### src/rtl/acl_poll_ctrl_if.sv
// Byte-level SPI master handshake between the poll sequencer
// and the SPI core, plus the accelerometer slave select.
interface acl_poll_ctrl_if;
  logic       spi_ready;
  logic       spi_done_tick;
  logic [7:0] spi_rd_byte;
  logic       spi_start;
  logic [7:0] spi_wr_byte;
  logic       spi_ss_n;

  modport master (
    input  spi_ready,
    input  spi_done_tick,
    input  spi_rd_byte,
    output spi_start,
    output spi_wr_byte,
    output spi_ss_n
  );

  modport slave (
    output spi_ready,
    output spi_done_tick,
    output spi_rd_byte,
    input  spi_start,
    input  spi_wr_byte,
    input  spi_ss_n
  );
endinterface

### src/rtl/acl_poll_ctrl.sv
// ADXL362 sequencer: one POWER_CTL write, then periodic X/Y/Z
// burst reads presented as registers with a valid tick.
module acl_poll_ctrl #(
  parameter int unsigned PERIOD_CYCLES = 1_000_000,
  parameter int unsigned SS_GAP        = 4
) (
  input  logic                  clk,
  input  logic                  reset,
  input  logic                  en,
  acl_poll_ctrl_if.master       spi,
  output logic [15:0]           x_data,
  output logic [15:0]           y_data,
  output logic [15:0]           z_data,
  output logic                  data_valid,
  output logic                  busy,
  output logic                  init_done
);

  typedef enum logic [3:0] {
    S_IDLE,
    S_INIT_SETUP,
    S_INIT_XFER,
    S_INIT_HOLD,
    S_WAIT,
    S_RD_SETUP,
    S_RD_XFER,
    S_RD_HOLD,
    S_UPDATE
  } state_t;

  localparam int unsigned CNT_MAX =
    (PERIOD_CYCLES > SS_GAP) ? PERIOD_CYCLES : SS_GAP;
  localparam int CW = $clog2(CNT_MAX + 1);
  localparam logic [CW-1:0] GAP_LAST = CW'(SS_GAP - 1);
  localparam logic [CW-1:0] PER_LAST = CW'(PERIOD_CYCLES - 1);
  localparam logic [2:0] INIT_LAST = 3'd2;
  localparam logic [2:0] RD_LAST   = 3'd7;

  state_t        r_state;
  state_t        w_next;
  logic [CW-1:0] r_cnt;
  logic [2:0]    r_idx;
  logic          r_pend;
  logic          r_init_done;
  logic [7:0]    r_shadow [0:5];
  logic [15:0]   r_x;
  logic [15:0]   r_y;
  logic [15:0]   r_z;

  logic          w_start;
  logic          w_ss_n;
  logic          w_busy;
  logic          w_dv;
  logic [7:0]    w_wr;
  logic          w_done;
  logic          w_gap_end;
  logic          w_per_end;
  logic          w_counting;
  logic          w_capture;
  logic          w_load;

  function automatic logic [7:0] init_byte(
    input logic [2:0] idx
  );
    case (idx)
      3'd0:    return 8'h0A;
      3'd1:    return 8'h2D;
      default: return 8'h02;
    endcase
  endfunction

  function automatic logic [7:0] rd_byte(
    input logic [2:0] idx
  );
    case (idx)
      3'd0:    return 8'h0B;
      3'd1:    return 8'h0E;
      default: return 8'h00;
    endcase
  endfunction

  // A done tick only counts against our own outstanding start
  assign w_done    = spi.spi_done_tick && r_pend;
  assign w_gap_end = (r_cnt == GAP_LAST);
  assign w_per_end = (r_cnt == PER_LAST);

  always_comb begin
    w_next  = r_state;
    w_start = 1'b0;
    w_ss_n  = 1'b1;
    w_busy  = 1'b0;
    w_dv    = 1'b0;
    w_wr    = 8'h00;
    unique case (r_state)
      S_IDLE: begin
        if (en)
          w_next = r_init_done ? S_RD_SETUP
                               : S_INIT_SETUP;
      end
      S_INIT_SETUP, S_RD_SETUP: begin
        w_ss_n = 1'b0;
        w_busy = 1'b1;
        if (!en)
          w_next = S_IDLE;
        else if (w_gap_end)
          w_next = (r_state == S_INIT_SETUP) ? S_INIT_XFER
                                             : S_RD_XFER;
      end
      S_INIT_XFER: begin
        w_ss_n  = 1'b0;
        w_busy  = 1'b1;
        w_wr    = init_byte(r_idx);
        w_start = spi.spi_ready && !r_pend;
        if (w_done && r_idx == INIT_LAST)
          w_next = S_INIT_HOLD;
      end
      S_RD_XFER: begin
        w_ss_n  = 1'b0;
        w_busy  = 1'b1;
        w_wr    = rd_byte(r_idx);
        w_start = spi.spi_ready && !r_pend;
        if (w_done && r_idx == RD_LAST)
          w_next = S_RD_HOLD;
      end
      S_INIT_HOLD: begin
        w_ss_n = 1'b0;
        w_busy = 1'b1;
        if (w_gap_end)
          w_next = en ? S_WAIT : S_IDLE;
      end
      S_RD_HOLD: begin
        w_ss_n = 1'b0;
        w_busy = 1'b1;
        if (w_gap_end)
          w_next = S_UPDATE;
      end
      S_UPDATE: begin
        w_dv   = 1'b1;
        w_next = en ? S_WAIT : S_IDLE;
      end
      S_WAIT: begin
        if (!en)
          w_next = S_IDLE;
        else if (w_per_end)
          w_next = S_RD_SETUP;
      end
      default: w_next = S_IDLE;
    endcase
  end

  assign w_counting = (r_state == S_INIT_SETUP) ||
                      (r_state == S_RD_SETUP)   ||
                      (r_state == S_INIT_HOLD)  ||
                      (r_state == S_RD_HOLD)    ||
                      (r_state == S_WAIT);

  assign w_capture = (r_state == S_RD_XFER) && w_done &&
                     (r_idx >= 3'd2);

  // Sample registers load on entry to UPDATE so data and valid align
  assign w_load = (r_state == S_RD_HOLD) && w_gap_end;

  always_ff @(posedge clk) begin
    if (reset) begin
      r_state     <= S_IDLE;
      r_cnt       <= '0;
      r_idx       <= '0;
      r_pend      <= 1'b0;
      r_init_done <= 1'b0;
      r_x         <= '0;
      r_y         <= '0;
      r_z         <= '0;
      for (int i = 0; i < 6; i++)
        r_shadow[i] <= '0;
    end else begin
      r_state <= w_next;

      if (w_next != r_state)
        r_cnt <= '0;
      else if (w_counting)
        r_cnt <= r_cnt + 1'b1;

      if (w_next != r_state)
        r_idx <= '0;
      else if (w_done)
        r_idx <= r_idx + 1'b1;

      if (w_start)
        r_pend <= 1'b1;
      else if (w_done)
        r_pend <= 1'b0;

      if (w_capture)
        r_shadow[r_idx - 3'd2] <= spi.spi_rd_byte;

      if (r_state == S_INIT_HOLD && w_gap_end)
        r_init_done <= 1'b1;

      if (w_load) begin
        r_x <= {r_shadow[1], r_shadow[0]};
        r_y <= {r_shadow[3], r_shadow[2]};
        r_z <= {r_shadow[5], r_shadow[4]};
      end
    end
  end

  assign spi.spi_start   = w_start;
  assign spi.spi_wr_byte = w_wr;
  assign spi.spi_ss_n    = w_ss_n;
  assign x_data          = r_x;
  assign y_data          = r_y;
  assign z_data          = r_z;
  assign data_valid      = w_dv;
  assign busy            = w_busy;
  assign init_done       = r_init_done;

endmodule

### src/flat_wrapper.sv
// flat-port wrapper written by rule: the top's interface ports become plain ports
module acl_poll_ctrl_flat 
#(
  parameter int unsigned PERIOD_CYCLES = 1_000_000,
  parameter int unsigned SS_GAP        = 4
)
  (clk, reset, en, x_data, y_data, z_data, data_valid, busy, init_done, spi_spi_ready, spi_spi_done_tick, spi_spi_rd_byte, spi_spi_start, spi_spi_wr_byte, spi_spi_ss_n);
  acl_poll_ctrl_if spi_i ();
  input  logic clk;
  input  logic reset;
  input  logic en;
  output logic [15:0] x_data;
  output logic [15:0] y_data;
  output logic [15:0] z_data;
  output logic data_valid;
  output logic busy;
  output logic init_done;
  input wire logic [$bits(spi_i.spi_ready)-1:0] spi_spi_ready;
  input wire logic [$bits(spi_i.spi_done_tick)-1:0] spi_spi_done_tick;
  input wire logic [$bits(spi_i.spi_rd_byte)-1:0] spi_spi_rd_byte;
  output wire logic [$bits(spi_i.spi_start)-1:0] spi_spi_start;
  output wire logic [$bits(spi_i.spi_wr_byte)-1:0] spi_spi_wr_byte;
  output wire logic [$bits(spi_i.spi_ss_n)-1:0] spi_spi_ss_n;
  assign spi_i.spi_ready = spi_spi_ready;
  assign spi_i.spi_done_tick = spi_spi_done_tick;
  assign spi_i.spi_rd_byte = spi_spi_rd_byte;
  assign spi_spi_start = spi_i.spi_start;
  assign spi_spi_wr_byte = spi_i.spi_wr_byte;
  assign spi_spi_ss_n = spi_i.spi_ss_n;
  acl_poll_ctrl #(.PERIOD_CYCLES(PERIOD_CYCLES), .SS_GAP(SS_GAP)) u_core (.clk(clk), .reset(reset), .en(en), .spi(spi_i), .x_data(x_data), .y_data(y_data), .z_data(z_data), .data_valid(data_valid), .busy(busy), .init_done(init_done));
endmodule
### config.mk
export PLATFORM = sky130hd
export DESIGN_NAME = acl_poll_ctrl_flat
export DESIGN_NICKNAME = d
export VERILOG_FILES = /design/src/rtl/acl_poll_ctrl_if.sv /design/src/rtl/acl_poll_ctrl.sv /design/src/flat_wrapper.sv
export SDC_FILE = /design/constraint.sdc
export NUM_CORES = 1
export LEC_CHECK = 0
export CAP_MARGIN = 40
export CORE_ASPECT_RATIO = 1.75
export CORE_MARGIN = 2
export CORE_UTILIZATION = 58
export DETAILED_ROUTE_END_ITERATION = 10
export PLACE_DENSITY_LB_ADDON = 0.05
export SETUP_SLACK_MARGIN = 0.15
export SYNTH_ARGS = -nofsm -noshare
export SYNTH_HDL_FRONTEND = slang
export SYNTH_SLANG_ARGS = --single-unit
### constraint.sdc
create_clock -name clk -period 4.8 [get_ports clk]
set_clock_uncertainty 0.2 [all_clocks]
set_input_delay 0.96 -clock clk [delete_from_list [all_inputs] [get_ports clk]]
set_output_delay 0.96 -clock clk [all_outputs]
set_load 0.03 [all_outputs]
Yosys cells after proc, flatten, opt, wreduce, memory -nomap -nowiden
Memories as Yosys holds them, arrays and structs flattened. A register that Yosys moved wholly into a read port is not among the register bits.
Cells that the tools add are included.
- output and inout port bits: 61
- memories: 1
- bits of input ports: 13
- bits in writable memories: 48
- bits in registers: 29
- logic and storage cells: 75
- memory list (memory ; depth ; width ; rd ports ; clocked after Yosys merged registers in ; write ports ; line ; source):
    u_core.r_shadow ; 6 ; 8 ; 6 ; 6 ; 6 ; acl_poll_ctrl.sv:45 ; logic [7:0] r_shadow [0:5];
- $lt $le $gt $ge: 1
- reductions and logical operators: 21
- equal/unequal tests: 14
- $add $sub $neg: 3
- multiplexer cells: 30
- operator list (operator ; number):
    2-to-1 mux 4 bit ; 9
    one-hot mux 4 bit (8 select lines) ; 1
    adder 20 x 1 -> 20 bit, second input constant ; 1
    == test 20 x 2 -> 1 bit, second input constant ; 1
    == test 20 bit, second input constant ; 1
    == test 4 x 3 -> 1 bit, second input constant ; 4
    one-hot mux 8 bit (2 select lines) ; 1
    2-to-1 mux 1 bit ; 12
    2-to-1 mux 3 bit ; 4
    one-hot mux 6 bit (2 select lines) ; 1
    == test 4 x 2 -> 1 bit, second input constant ; 2
    logical AND 1 bit ; 8
    2-to-1 mux 8 bit ; 1
    one-hot mux 4 bit (2 select lines) ; 1
    OR reduction 8 bit ; 1
    OR reduction 2 bit ; 3
    OR reduction 6 bit ; 1
    == test 4 x 1 -> 1 bit, second input constant ; 1
    == test 4 bit, second input constant ; 1
    logical NOT 4 bit ; 1
    logical OR 1 bit ; 4
    != test 4 bit ; 1
    adder 3 x 1 -> 3 bit, second input constant ; 1
    == test 3 x 1 -> 1 bit, second input constant ; 1
    other kinds (7) ; 7

Longest topological paths before layout
Gate-level depths: netlist of run 1.
- word-level depth: 8
- mapped depth: 9
- depth with buffers taken out: 8

Worst setup path before layout of run 1
OpenSTA, ideal clock, no wires.
- path kind: flip-flop to output port
- from: register u_core.r_state[3]
- to: output port spi_spi_wr_byte[0]
- path slack: 1170 ps
- required time: 3640 ps
- arrival: 2470 ps
- cell stages (with the launch flop): 7
- cells stage by stage: dfxtp_1 -> clkbuf_1 -> nor2_1 -> nand2_1 -> nor3b_1 -> nor2b_1 -> a31o_2
- longest elaborated chain between the ends: 2
- RTL lines (what ; line ; source):
    start, declared ; acl_poll_ctrl.sv:39 ; state_t r_state;
    start signal, assigned ; acl_poll_ctrl.sv:176 ; r_state <= w_next;
    == test 4 x 3 -> 1 bit or == test 4 x 2 -> 1 bit (tied branches) ; acl_poll_ctrl.sv:94 ; unique case (r_state)
    one-hot mux 8 bit (2 select lines) * ; acl_poll_ctrl.sv:94 ;
    end, declared ; flat_wrapper.sv:22 ; output wire logic [$bits(spi_i.spi_wr_byte)-1:0] spi_spi_wr_byte;
Mark *: on every way between the ends. The rest lies on a longest branch, timed or not.

Final worst setup path of run 1
Ends and elaborated chain as after synthesis.

==> key figures, run 1 <==
Synthesis
  • Largest cells by area after synthesis: dfxtp_1 (30%), edfxtp_1 (28%), nand2_1 (9.1%), a21oi_1 (5.6%), nor2_1 (3.8%)
  • Avg Inst Size Synth: 9.53 µm²
  • Syn Inst Count: 536
  • Yosys warnings: 0
  • Sequential area share after synthesis: 58.4%
  • Post-synthesis adder-cell area fraction: 1.96%
  • EDFF count, synth: 48
  • Async set-or-reset flop fraction in the synthesized netlist: 0%
  • Register bit count reported by yosys: 125
  • Share of the synthesized area in the top cell type: 30.2%
  • List of most frequent post-synthesis cells: nand2_1 (124), dfxtp_1 (77), a21oi_1 (57)
  • Xor/xnor share of the synthesized area: 3.43%
  • Prevailing post-synth register cell: dfxtp_1
  • Portion of netlist area occupied by mux cells: 0.588%
  • Most area-hungry cell type in the Yosys netlist: dfxtp_1
  • Most frequent cell after synthesis: nand2_1
  • Distinct cells, synth: 49
  • Post-synthesis cell area: 5110 µm²
  • Compound-gate portion of the synthesized area: 7.98%
  • Combinational family with the most area after synthesis: simple AND/OR/NAND/NOR gates
  • Post-synthesis simple-gate area fraction: 23.5%

Place
  • Routability congestion estimate from global placement: 1.00
  • Post-placement worst setup slack: 1140 ps
  • Port Buffers: 70
  • Detailed placement HPWL: 7770 µm

CTS
  • Post-CTS setup buffers: 0
  • TritonCTS clock tree: done
  • Number of gates resized after cts: 0
  • Maximum count of clock buffers along a single path: 2
  • CTS buffer count: 17
  • CTS root buf: clkbuf_16
  • Reg clk slew, reported paths: 60 ps
  • Clock network latency to the later pin of the worst-skew pair: 410 ps
  • Number of levels the H-tree was split into: 4
  • Clock sinks: 125
  • Hold-fix buffers at CTS: 0

Worst setup path
  • Depth of the worst register-to-register path: 7
  • Maximum fanout count along the critical path: 11
  • Startpoint type of the worst setup path: flop
  • Data required, critical path: 3640 ps
  • Critical setup path kind: flop to output pin
  • Arr. time, crit path: 2590 ps
  • Endpoint kind of the worst setup timing path: output pin

Die
  • Total Die Area: 9600 µm²
  • Row count: 45
  • Initial Utilization: 59.3%
  • Core area: 8610 µm²
  • I/O pins: 74
  • Y dimension of the die: 128 µm
  • Die Wd: 74.9 µm

Global route
  • Global Route Usage Sum: 25.6%
  • First-pass GRT wire length: 18,400 µm
  • Via count of the first global-routing pass: 3,878
  • Antenna violations before repair: 0
  • Final global-route overflow total: 0
  • Maximum number of pins on one net before global-route repair: 55

Timing
  • Minimum clock period after layout: 3750 ps
  • Worst rel slew slack: 57.5%
  • Endpoints failing setup: 0
  • Max Slew Vio Count: 0
  • Crit share post-route: 78.2%
  • Hold violation total from the final report: 0
  • Maximum frequency from static timing analysis: 266 MHz
  • Final setup margin: 1050 ps
  • Final setup TNS: 0 ps
  • Unrepaired setup endpoints after global routing: no
  • Actual transition at the worst max-transition pin: 637 ps

Final layout
  • Layout overhead on the synthesized area: 27.3%
  • Final net count: 626
  • Number of diodes: 0
  • Ratio of cells with drive above 1 in the final layout: 10.5%

Worst hold path
  • Type of the tightest min-delay check: flop to flop
  • WHS Path Cells: 2

Routing
  • Routed length per placed instance: 15.2 µm
  • Number of nets with antenna violations after routing: 0
  • Post-route DRC: 0
  • Post-detailed-routing wire length: 11,200 µm
  • First DRT Iteration DRCs: 298
  • Length of the first detailed-routing pass in iterations: 5
  • Vias per std cell: 5.39
  • Via count of the routed design: 3,960

Power
  • Worst IR Drop VDD: 0.000284 V
  • Share of total power in sequential cells: 45.4%
  • Switching power summed over all nets: 493 µW
  • Cell leakage power: 0.00229 µW
  • Int Power: 1990 µW
  • Sw Ratio: 19.9%
  • Total power divided by cell area: 382 nW/µm²
  • Combinational group share of total power: 2.4%
  • Clk pwr share: 52.2%

Job
  • Count of maximum capacitance violations: 0

Run status
  • Outcome: complete, no violations
-- critical path, cell delays in order, from the launching register on --
cell             delay, ps
dfxtp_1                430
nor2_1                 350
nand2_1                150
nor3b_1                280
nor2b_1                190
a31o_2                 120
clkdlybuf4s50_1        660
-- area by class of cell --
cell class,count,area (µm²)
Fill cell,638,2110
Clock buffer,22,507
Timing Repair Buffer,77,766
Tap cell,117,146
Sequential cell,125,2980
Inverter,19,71.3
Clock inverter,10,105
Multi-Input combinational cell,365,1930
-- logic make-up after synthesis --
kind of cell    count (synthesis)
fa+ha+maj                       8
xor+xnor                       20
other cells                     1
mux                             3
compound gates                 73
flops                         125
buf+inv                        48
simple gates                  258
-- power groups by stage --
stage / Sequential [µW] / Combinational, µW / Clock [µW]
after detailed placement: 1150 / 59.7 / 0
after CTS: 1130 / 60.0 / 1300
after global placement: 1150 / 54.5 / 0
after floorplan: 1150 / 40.0 / 0
after global routing: 1130 / 65.0 / 1360
final: 1130 / 59.5 / 1300
-- sequential cells by signal, indices dropped and copies added (netlist names) --
| register | cells |
|---|---|
| u_core.init_done | 1 |
| z_data | 16 |
| u_core.r_state | 4 |
| y_data | 16 |
| u_core.r_pend | 1 |
| u_core.r_shadow | 48 |
| u_core.r_cnt | 20 |
| x_data | 16 |
| u_core.r_idx | 3 |
-- metrics by stage --
stage	total power, µW	area [µm²]	util [%]	hold slack [ps]	instances
6_report	2480	6500	75.5	251	735
5_1_grt	2550	6500	75.5	267	735
4_1_cts	2490	6500	75.5	254	735
3_5_place_dp	1210	5890	68.4	246	703
3_3_place_gp	1200	5860	68.0	242	701
2_1_floorplan	1190	5120	-	271	538
-- routing by layer --
layer	up-vias	track usage (%)	routed length [µm]
met3	32	6.21	487
met2	130	45.8	6480
li1	1932	-	-
met5	-	0	0
met1	1866	26.7	3910
met4	0	13.0	316
-- final timing paths --
path / startpoint / to / slack [ps]
max: u_core.r_state[3] / spi_spi_wr_byte[0] / 1050
min: z_data[10] / z_data[10] / 250
max reg2reg: u_core.r_cnt[11] / u_core.r_idx[2] / 1800
min reg2reg: z_data[10] / z_data[10] / 250
-- placed cells by master (no fill, tap or decap), types with 7 or more instances in the layout --
cell type / n
a21oi_1: 57
nand3_1: 15
dfxtp_1: 77
inv_1: 18
clkdlybuf4s50_1: 69
nand4_1: 7
nand2_1: 124
nor2_2: 21
ha_1: 8
nor2_1: 51
clkbuf_16: 19
edfxtp_1: 48
xor2_1: 14
(Power assumes the default switching activity.)
==> run 2: changes to the inputs <==
CORE_UTILIZATION = 49   (was 58)
clock period = 3 ns   (was 4.8 ns; I/O delays follow)
==> run 2 against run 1 <==
Largest power group unchanged. Largest cell class unchanged. Design area increased by 1.1%. Routed wire length increased by 1.2%. Critical path type unchanged. Via count decreased by 1.9%.
==> key figures, run 2 (synthesized netlist as in run 1, its figures left out) <==
Run status
  • Outcome: complete, no violations

Place
  • Port Buffers: 70
  • Routability congestion estimate from global placement: 0.799
  • Detailed placement HPWL: 8070 µm
  • Post-placement worst setup slack: -41.5 ps

Timing
  • Endpoints failing setup: 0
  • Max Slew Vio Count: 0
  • Hold violation total from the final report: 0
  • Actual transition at the worst max-transition pin: 550 ps
  • Minimum clock period after layout: 2740 ps
  • Final setup margin: 263 ps
  • Worst rel slew slack: 63.3%
  • Unrepaired setup endpoints after global routing: no
  • Maximum frequency from static timing analysis: 365 MHz
  • Crit share post-route: 91.2%
  • Final setup TNS: 0 ps

Worst setup path
  • Crit path largest cell delay: 660 ps
  • Buffers & Inverters on Critical Path: 3
  • Maximum fanout count along the critical path: 15
  • Data required, critical path: 2200 ps
  • Slack of the worst reg-to-reg path: 300 ps
  • Arr. time, crit path: 1940 ps
  • Cells along the critical path: buf_4 > nor2_1 > nor2_1 > inv_1 > clkdlybuf4s50_1
  • Startpoint type of the worst setup path: flop
  • Most frequent CP cell: nor2_1
  • Endpoint kind of the worst setup timing path: output pin
  • Top delay family on crit path: buffers and inverters
  • Crit path max-delay cell type: clkdlybuf4s50_1
  • Critical setup path kind: flop to output pin

Die
  • Initial Utilization: 49.9%
  • I/O pins: 74
  • Row count: 49
  • Y dimension of the die: 139 µm
  • Core area: 10,200 µm²
  • Die Wd: 81.2 µm
  • Total Die Area: 11,300 µm²

CTS
  • Clock sinks: 125
  • Number of levels the H-tree was split into: 4
  • Hold-fix buffers at CTS: 0
  • Reg clk slew, reported paths: 60 ps
  • Maximum count of clock buffers along a single path: 2
  • CTS root buf: clkbuf_16
  • CTS buffer count: 17
  • TritonCTS clock tree: done
  • Clock network latency to the later pin of the worst-skew pair: 410 ps

Global route
  • Final global-route overflow total: 0
  • Via count of the first global-routing pass: 3,879
  • Antenna violations before repair: 0
  • Global Route Usage Sum: 21.9%
  • First-pass GRT wire length: 18,600 µm
  • Maximum number of pins on one net before global-route repair: 54

Final layout
  • Layout overhead on the synthesized area: 28.7%
  • Number of diodes: 0
  • Ratio of cells with drive above 1 in the final layout: 13.1%
  • Final net count: 635
  • Leading cell types in the layout, fill and taps excluded: nand2_1 (124), dfxtp_1 (76), clkdlybuf4s50_1 (61)
  • Number of flip-flops in the largest register: 48
  • Post-layout util: 64.2%
  • Commonest non-fill, non-tap cell in the layout: nand2_1
  • Largest Register: u_core.r_shadow
  • Biggest registers after layout: u_core.r_shadow x48, u_core.r_cnt x20

Routing
  • First DRT Iteration DRCs: 174
  • Post-detailed-routing wire length: 11,300 µm
  • Number of nets with antenna violations after routing: 0
  • Routed length per placed instance: 15.0 µm
  • Length of the first detailed-routing pass in iterations: 5
  • Via count of the routed design: 3,886
  • Vias per std cell: 5.15
  • Post-route DRC: 0

Power
  • Cell leakage power: 0.00236 µW
  • Total power divided by cell area: 590 nW/µm²
  • Worst IR Drop VDD: 0.000429 V

Job
  • Count of maximum capacitance violations: 0

Worst hold path
  • Type of the tightest min-delay check: flop to flop
## run 2: cell count changes in the layout (fill, tap and decap cells not counted), sizes merged, moves of 2 or more
cell	change
clkbuf	-2
dlymetal6s2s	+2
inv	+3
buf	+9
clkinvlp	+3
clkdlybuf4s50	-8
dlygate4sd2	+4
## run 2: path summary, 6_finish.rpt
check,start,endpoint,depth (start not counted)
max,u_core.r_state[1],spi_spi_ss_n,5
min,y_data[8],y_data[8],2
max reg2reg,u_core.r_cnt[0],u_core.r_cnt[6],8
min reg2reg,y_data[8],y_data[8],2
## run 2: repair_timing
action | CTS | global route
resized for setup | 7 | 9
setup buffers | 0 | 0
setup endpoints to repair | 7 | 25
pin swaps | 0 | 0
## run 2: worst reg2reg max path, delay by kind of cell (launching register included)
kind | cells | cell delay, ps
AOI/OAI and AO/OA | 1 | 430
adders and majority gates | 1 | 260
buffers and inverters | 1 | 200
DFF | 1 | 370
muxes | 1 | 190
and+or+nand+nor | 4 | 990
## run 2: through the flow
step                      total power (µW)  std cells  hold slack [ps]  area (µm²)
after detailed placement              1940        722              247        5990
after global placement                1930        722              243        5990
final                                 3880        754              253        6580
after floorplan                       1900        538              271        5120
after CTS                             3920        754              254        6570
after global routing                  4000        754              272        6580
## run 2: report_power, final
part | switching, µW | total [µW] | leakage (µW) | internal (µW)
clock network | 775 | 1980 | 0.000281 | 1200
registers | 13.4 | 1800 | 0.00109 | 1790
logic | 62.7 | 97.0 | 0.000990 | 34.3
total | 852 | 3880 | 0.00236 | 3030
## run 2: layer usage
layer	share of wire, %	GRT usage, %
met5	0	0
met1	37	21.9
met4	2.4	9.37
met2	58	40.6
met3	3.3	5.99
## run 2: layout make-up
cell class | instances | area [µm²]
inverter | 19 | 71.3
clock inverter | 14 | 134
multi-input combinational | 365 | 1950
timing repair buffer | 86 | 831
fill | 871 | 3660
tap | 127 | 159
sequential | 125 | 2980
clock buffer | 18 | 450
